$ cat src/rtl/ap_mem_sequencer.sv
// Single-pass sequencer for the AP vector memory: it writes producer rows to rows 0..len-1
// and replays each row to the consumer once that row has been committed.
module ap_mem_sequencer #(
  parameter int element_width = 32,
  parameter int no_of_units   = 8,
  parameter int addr_width    = 32,
  parameter int max_rows      = 2001
) (
  input  logic                                   clk,
  input  logic                                   reset,
  input  logic                                   start,
  input  logic [31:0]                            no_of_rows,
  output logic                                   busy,
  output logic                                   done,
  output logic                                   len_err,
  input  logic                                   wr_valid,
  output logic                                   wr_ready,
  input  logic [element_width*no_of_units-1:0]   wr_data,
  output logic                                   rd_valid,
  input  logic                                   rd_ready,
  output logic [element_width*no_of_units-1:0]   rd_data,
  output logic [addr_width-1:0]                  mem_address,
  output logic                                   mem_write_enable,
  output logic [element_width*no_of_units-1:0]   mem_input_data,
  output logic [addr_width-1:0]                  mem_read_address,
  input  logic [element_width*no_of_units-1:0]   mem_output,
  output logic                                   dbg_state
);

  // Handshakes: a transfer happens on a rising edge where valid and ready are both high;
  // valid never depends on ready, and a row is offered only once it is in memory.

  typedef enum logic {IDLE = 1'b0, RUN = 1'b1} state_t;

  localparam logic [31:0]           MAX_ROWS_32 = 32'(max_rows);
  localparam logic [addr_width-1:0] MAX_ROWS_A  = addr_width'(max_rows);
  localparam logic [addr_width-1:0] ONE         = addr_width'(1);

  state_t                 state_q, state_d;
  logic [addr_width-1:0]  wr_cnt_q, wr_cnt_d;
  logic [addr_width-1:0]  rd_cnt_q, rd_cnt_d;
  logic [addr_width-1:0]  len_q, len_d;
  logic                   len_err_q, len_err_d;
  logic                   done_q, done_d;
  logic                   too_long;
  logic                   rd_hs;

  // State register
  always_ff @(posedge clk or posedge reset) begin
    if (reset) begin
      state_q <= IDLE;
    end else begin
      state_q <= state_d;
    end
  end

  // Next state: a zero-length start never enters RUN; RUN ends on the last read handshake
  always_comb begin
    state_d = state_q;
    case (state_q)
      IDLE: if (start && (no_of_rows != 32'd0)) state_d = RUN;
      RUN:  if (rd_cnt_d == len_q) state_d = IDLE;
      default: state_d = IDLE;
    endcase
  end

  // Outputs
  always_comb begin
    busy             = (state_q == RUN);
    dbg_state        = (state_q == RUN);
    wr_ready         = busy && (wr_cnt_q < len_q);
    rd_valid         = busy && (rd_cnt_q < wr_cnt_q);
    mem_write_enable = wr_valid && wr_ready;
    mem_address      = wr_cnt_q;
    mem_input_data   = wr_data;
    mem_read_address = rd_cnt_q;
    rd_data          = mem_output;
    done             = done_q;
    len_err          = len_err_q;
  end

  assign rd_hs    = rd_valid && rd_ready;
  assign too_long = (no_of_rows > MAX_ROWS_32);

  // Counters, pass length and status flags
  always_comb begin
    wr_cnt_d  = wr_cnt_q;
    rd_cnt_d  = rd_cnt_q;
    len_d     = len_q;
    len_err_d = len_err_q;
    done_d    = 1'b0;
    if ((state_q == IDLE) && start) begin
      len_d     = too_long ? MAX_ROWS_A : addr_width'(no_of_rows);
      wr_cnt_d  = '0;
      rd_cnt_d  = '0;
      len_err_d = too_long;
      done_d    = (no_of_rows == 32'd0);
    end else begin
      if (mem_write_enable) wr_cnt_d = wr_cnt_q + ONE;
      if (rd_hs)            rd_cnt_d = rd_cnt_q + ONE;
      if (busy && (rd_cnt_d == len_q)) done_d = 1'b1;
    end
  end

  always_ff @(posedge clk or posedge reset) begin
    if (reset) begin
      wr_cnt_q  <= '0;
      rd_cnt_q  <= '0;
      len_q     <= '0;
      len_err_q <= 1'b0;
      done_q    <= 1'b0;
    end else begin
      wr_cnt_q  <= wr_cnt_d;
      rd_cnt_q  <= rd_cnt_d;
      len_q     <= len_d;
      len_err_q <= len_err_d;
      done_q    <= done_d;
    end
  end

endmodule

$ cat config.mk
export PLATFORM = sky130hd
export DESIGN_NAME = ap_mem_sequencer
export DESIGN_NICKNAME = d
export VERILOG_FILES = /design/src/rtl/ap_mem_sequencer.sv
export SDC_FILE = /design/constraint.sdc
export NUM_CORES = 1
export LEC_CHECK = 0
export CAP_MARGIN = 20
export CORE_AREA = 2 2 443 445
export CTS_CLUSTER_DIAMETER = 100
export DETAILED_ROUTE_END_ITERATION = 10
export DIE_AREA = 0 0 445 447
export GPL_TIMING_DRIVEN = 0
export PLACE_DENSITY = 0.3
export SLEW_MARGIN = 25
export SYNTH_ARGS = -nofsm -noshare
export SYNTH_HDL_FRONTEND = slang
export SYNTH_SLANG_ARGS = --single-unit
export TNS_END_PERCENT = 5
$ cat constraint.sdc
create_clock -name clk -period 10.1 [get_ports clk]
set_clock_uncertainty 0.1 [all_clocks]
set_input_delay 2.02 -clock clk [delete_from_list [all_inputs] [get_ports clk]]
set_output_delay 2.02 -clock clk [all_outputs]
set_load 0.05 [all_outputs]
; Yosys cells after proc, flatten, opt, wreduce, memory -nomap -nowiden
; Cells that the tools add are included.
; Widths: inputs -> output; s select.
[classes]
add_sub_neg = 2
order_cmp = 3
eq_ne = 2
muxes = 11
bitwise = 1
reduce_logical = 10
[ops]
columns = operator, count
row1 = $mux 32, 6
row2 = $add 32x1->32 const B, 2
row3 = $eq 32x32->1, 2
row4 = $lt 32x32->1, 2
row5 = $gt 32x11->1 const B, 1
row6 = $logic_not 32->1, 1
row7 = $reduce_bool 32->1, 1
row8 = $logic_and 1x1->1, 7
row9 = $mux 1, 4
row10 = $pmux 1 s2, 1
row11 = $reduce_bool 2->1, 1
row12 = $not 1->1, 1
[word_totals]
regBits = 99
input_bits = 549
output_inout_bits = 583
elab_cells = 35

; Depth between registers and ports, before layout
[depth]
word_depth = 9
mapped_depth = 16
ltp_nobuf = 14

; Least setup slack after synthesis
; Ideal clock, no wire load.
[synth_timing]
kind = reg2out
start = reg wr_cnt_q[25], in the netlist mem_address[25]
end = out mem_write_enable
arrival_ns = 3.586
t_required_ns = 7.980
setup_slack_ns = 4.394
path_stages_with_launch = 12
n_path_buf = 0
cell_sequence = dfrtp_1 > ha_1 > a21o_1 > a21o_1 > a21o_1 > a21o_1 > a21o_1 > a21o_1 > a211o_1 > a211oi_4 > nand2_1 > inv_1
[synth_via]
elab_chain_len = 3
[synth_lines]
columns = item, line_no
row1 = from (decl), 40  ; logic [addr_width-1:0] wr_cnt_q, wr_cnt_d;
row2 = from (signal assigned), 113  ; wr_cnt_q <= wr_cnt_d;
row3 = $lt 32x32->1, 71  ; wr_ready = busy && (wr_cnt_q < len_q);
row4 = $logic_and 1x1->1, 71
row5 = via wr_ready, 17  ; output logic wr_ready,
row6 = $logic_and 1x1->1, 73  ; mem_write_enable = wr_valid && wr_ready;
row7 = to (decl), 23  ; output logic mem_write_enable,
; The timed path passes the listed nets, and every way through them passes these cells.

; Worst setup path after layout
[layout_timing]
start = reg len_q[25]
end = out mem_write_enable
[layout_via]
elab_chain_len = 3
[layout_lines]
columns = item, line_no
row1 = from (decl), 42  ; logic [addr_width-1:0] len_q, len_d;
row2 = from (signal assigned), 115  ; len_q <= len_d;
row3 = $lt 32x32->1, 71
row4 = $logic_and 1x1->1, 71
row5 = $logic_and 1x1->1, 73
; No other way between the ends.

==> metrics.txt <==
Longest Clk Path Bufs 2; GPL Wtd Cong 0.834; Die ar. 199000 um^2; postcts setup bufs 0; Vias 12.6k; number of global-route vias before repair 12.4k; Power Dens Cells 111 nW/um^2; number of flops mapped to enable cells by yosys 0; max-slew violations 0; Period minus WS final 6.88 ns; Root Driver clkbuf_16; GR Util met3 1.44%; dpl ws 3.17 ns; outcome completed; H-tree lvl count 3; CP most frequent cell a21o_1; slew margin rel. 27.3%; worst setup slack after layout 3.22 ns; Pwr Total 2400 uW; GRT Total Usage 8.16%; Hold Vio Cnt, Final 0; layout cell share with drive strength beyond 1 26.7%; Num CTS Buffers 9; Crit Path Class reg -> out; Post-CTS Resized 0; Top FF cell, synth dfrtp_1; crit share post-route 68.1%; # rows 162; Iteration-0 DRC Markers 787; grt met1 use 9.50%; first drt pass iteration count 5; Slew @ Worst Pin 1.06 ns; io pins 1132; max_cap viols 0; crit path DAT 4.76 ns; largest net degree at the start of global routing 53; RSZ-0062 raised after global routing false; Max Clock Freq 145 MHz; Cell Area, Synth 11800 um^2; Max IR drop VDD 0.0000712 V; Detail Route Antenna Nets 0; CP Launch Point len_q[25]; grt total ovfl 0; initial core utilization 6.08%; detailed-route wire length 87200 um; worst-skew pair later-pin latency 0.40 ns; CP startpoint kind flip-flop; chip width 445 um; synthesized area per cell 7.89 um^2; fin nets 2739; Crit-path slowest cell clkdlybuf4s50_1; # port buffers 618; WL/cell 18.6 um; core area 194000 um^2; Worst R2R Setup Slack 4.82 ns; Yosys cell types 76; Critical Path RT 7.98 ns; CTS tree built; Yosys Warn Count 0; worst hold path type reg -> reg; vias per cell 2.70; Max stage delay on crit path 0.81 ns; Leak 0.00855 uW; dpl hpwl 77800 um; crit-path cells clkbuf_1 -> inv_1 -> ha_1 -> a21o_1 -> a21o_1 -> a21o_1 -> a21o_1 -> a21o_1 -> a21o_1 -> a211o_1 -> a211oi_4 -> nand2_1 -> inv_1 -> clkdlybuf4s50_1; routing usage on met2 15.3%; Yosys reg bits 99; Hold Buf Count CTS 0; area delta synth->final 82.6%; clk sink count 99; Worst-path clk slew 0.08 ns; Final Setup Violations 0; critical path fanouts, max 9; register area share after synthesis 21.0%; Min-Delay Startpoint len_err; Worst R2R Start mem_read_address[14]; residual DRC count 0; Top Usage Layer GRT met2; first-pass GRT wire length 111000 um; Die Ht 447 um; Synth Instances 1496; Post-Syn Nets 2109; setup TNS 0 ns; CP Capture Type output pin; asr flop ratio synth 100%; initial antenna violation count 18
## metrics by stage
| step | hold WS, ns | area [um^2] | utilization [%] | instances |
|---|---|---|---|---|
| 2_1_floorplan | 0.407 | 11800 | - | 1496 |
| 5_1_grt | 0.459 | 21600 | 11.1 | 4674 |
| 4_1_cts | 0.421 | 21600 | 11.1 | 4673 |
| 3_3_place_gp | 0.408 | 21200 | 10.9 | 4656 |
| 3_5_place_dp | 0.401 | 21200 | 10.9 | 4657 |
| 6_report | 0.414 | 21600 | 11.1 | 4676 |
## cell type report
cell class                 count  area [um^2]
fill                       22400       173000
timing repair buffer         619         6210
multi-input combinational    766         5010
buffer                       554         4040
tap                         2542         3180
sequential                    99         2480
inverter                      77          299
clock buffer                   9          225
clock inverter                 7          113
antenna                        3         7.51
## layout by cell type, fill, tap and decap left out, types with 5 or more instances in the layout
| cell type | count |
|---|---|
| and2_1 | 10 |
| nand4_1 | 37 |
| o22ai_1 | 5 |
| buf_4 | 517 |
| nor4_1 | 29 |
| and3_1 | 10 |
| mux2i_1 | 7 |
| xor2_1 | 12 |
| nor2_1 | 109 |
| nor2b_1 | 15 |
| nor3_1 | 33 |
| xnor2_1 | 47 |
| a31oi_1 | 7 |
| or3_1 | 22 |
| o21ai_0 | 44 |
| a2111oi_0 | 7 |
| nand2b_1 | 10 |
| ha_1 | 64 |
| clkbuf_16 | 9 |
| a21o_1 | 13 |
| dfrtp_1 | 99 |
| a21oi_1 | 52 |
| clkdlybuf4s50_1 | 618 |
| nand3_1 | 32 |
| o21a_1 | 5 |
| inv_1 | 75 |
| clkbuf_1 | 27 |
| o211ai_1 | 11 |
| o31ai_1 | 9 |
| nand2_1 | 93 |
| buf_2 | 7 |
| o221ai_1 | 7 |
| or4_1 | 6 |
## flip-flops by register name, summed over array words and instances, names as in the netlist
signal            flops
done                  1
mem_read_address     32
mem_address          32
busy                  1
len_err               1
len_q                32
## final timing paths
kind / endpoint / depth (start not counted)
max: mem_write_enable / 14
min: len_err / 2
max reg2reg: done / 14
min reg2reg: len_err / 2
max in group asynchronous: len_q[24] / 3
min in group asynchronous: mem_address[2] / 2
## synth_stat cells, types with 5 or more instances
cell	number	area (um^2)
a2111oi_0	8	70.1
a21o_1	13	97.6
a21oi_1	52	260
a31oi_1	7	43.8
and2_1	10	62.6
and3_1	10	62.6
buf_2	7	35.0
buf_4	517	3880
clkbuf_1	27	101
dfrtp_1	99	2480
ha_1	64	801
inv_1	76	285
mux2i_1	7	70.1
nand2_1	93	349
nand2b_1	10	62.6
nand3_1	32	160
nand4_1	37	231
nor2_1	109	409
nor2b_1	15	93.8
nor3_1	33	165
nor4_1	29	181
o211ai_1	11	82.6
o21a_1	5	37.5
o21ai_0	44	220
o221ai_1	7	61.3
o22ai_1	5	31.3
o31ai_1	9	67.6
or3_1	22	138
or4_1	6	45.0
xnor2_1	47	412
xor2_1	12	105
## power breakdown
part	internal [uW]	total [uW]	leakage, uW	switching [uW]
Combinational	523	1470	0.00710	942
Clock	223	426	0.000161	204
Sequential	431	505	0.00129	74.5
Total	1180	2400	0.00855	1220
## critical path: cells and delay by family (launching register included)
family                   cells  cell delay, ns
adder cells (fa/ha/maj)      1            0.33
AND/OR/NAND/NOR              1            0.27
buffers and inverters        4            1.45
flip-flops                   1            0.34
AO/OA/AOI/OAI                8            1.97
## logic make-up (layout without fill, tap and decap cells)
kind of cell | count (synthesis) | count (layout) | synth area share, %
compound gates | 197 | 197 | 11.2
xor+xnor | 61 | 61 | 4.65
fa+ha+maj | 64 | 64 | 6.78
buf+inv | 631 | 1266 | 36.7
flops | 99 | 99 | 21.0
mux | 8 | 8 | 0.689
other cells | 0 | 3 | 0
simple gates | 436 | 436 | 19.1
## layer usage
layer  vias up  wire length [um]  part of all wire (%)
met5         -                81                 0.093
met4        12              1680                   1.9
met3        71              4890                   5.6
met2       629             46500                    53
met1      6082             34000                    39
li1       5850                 -                     -
Power figures use the tool's default switching activity.
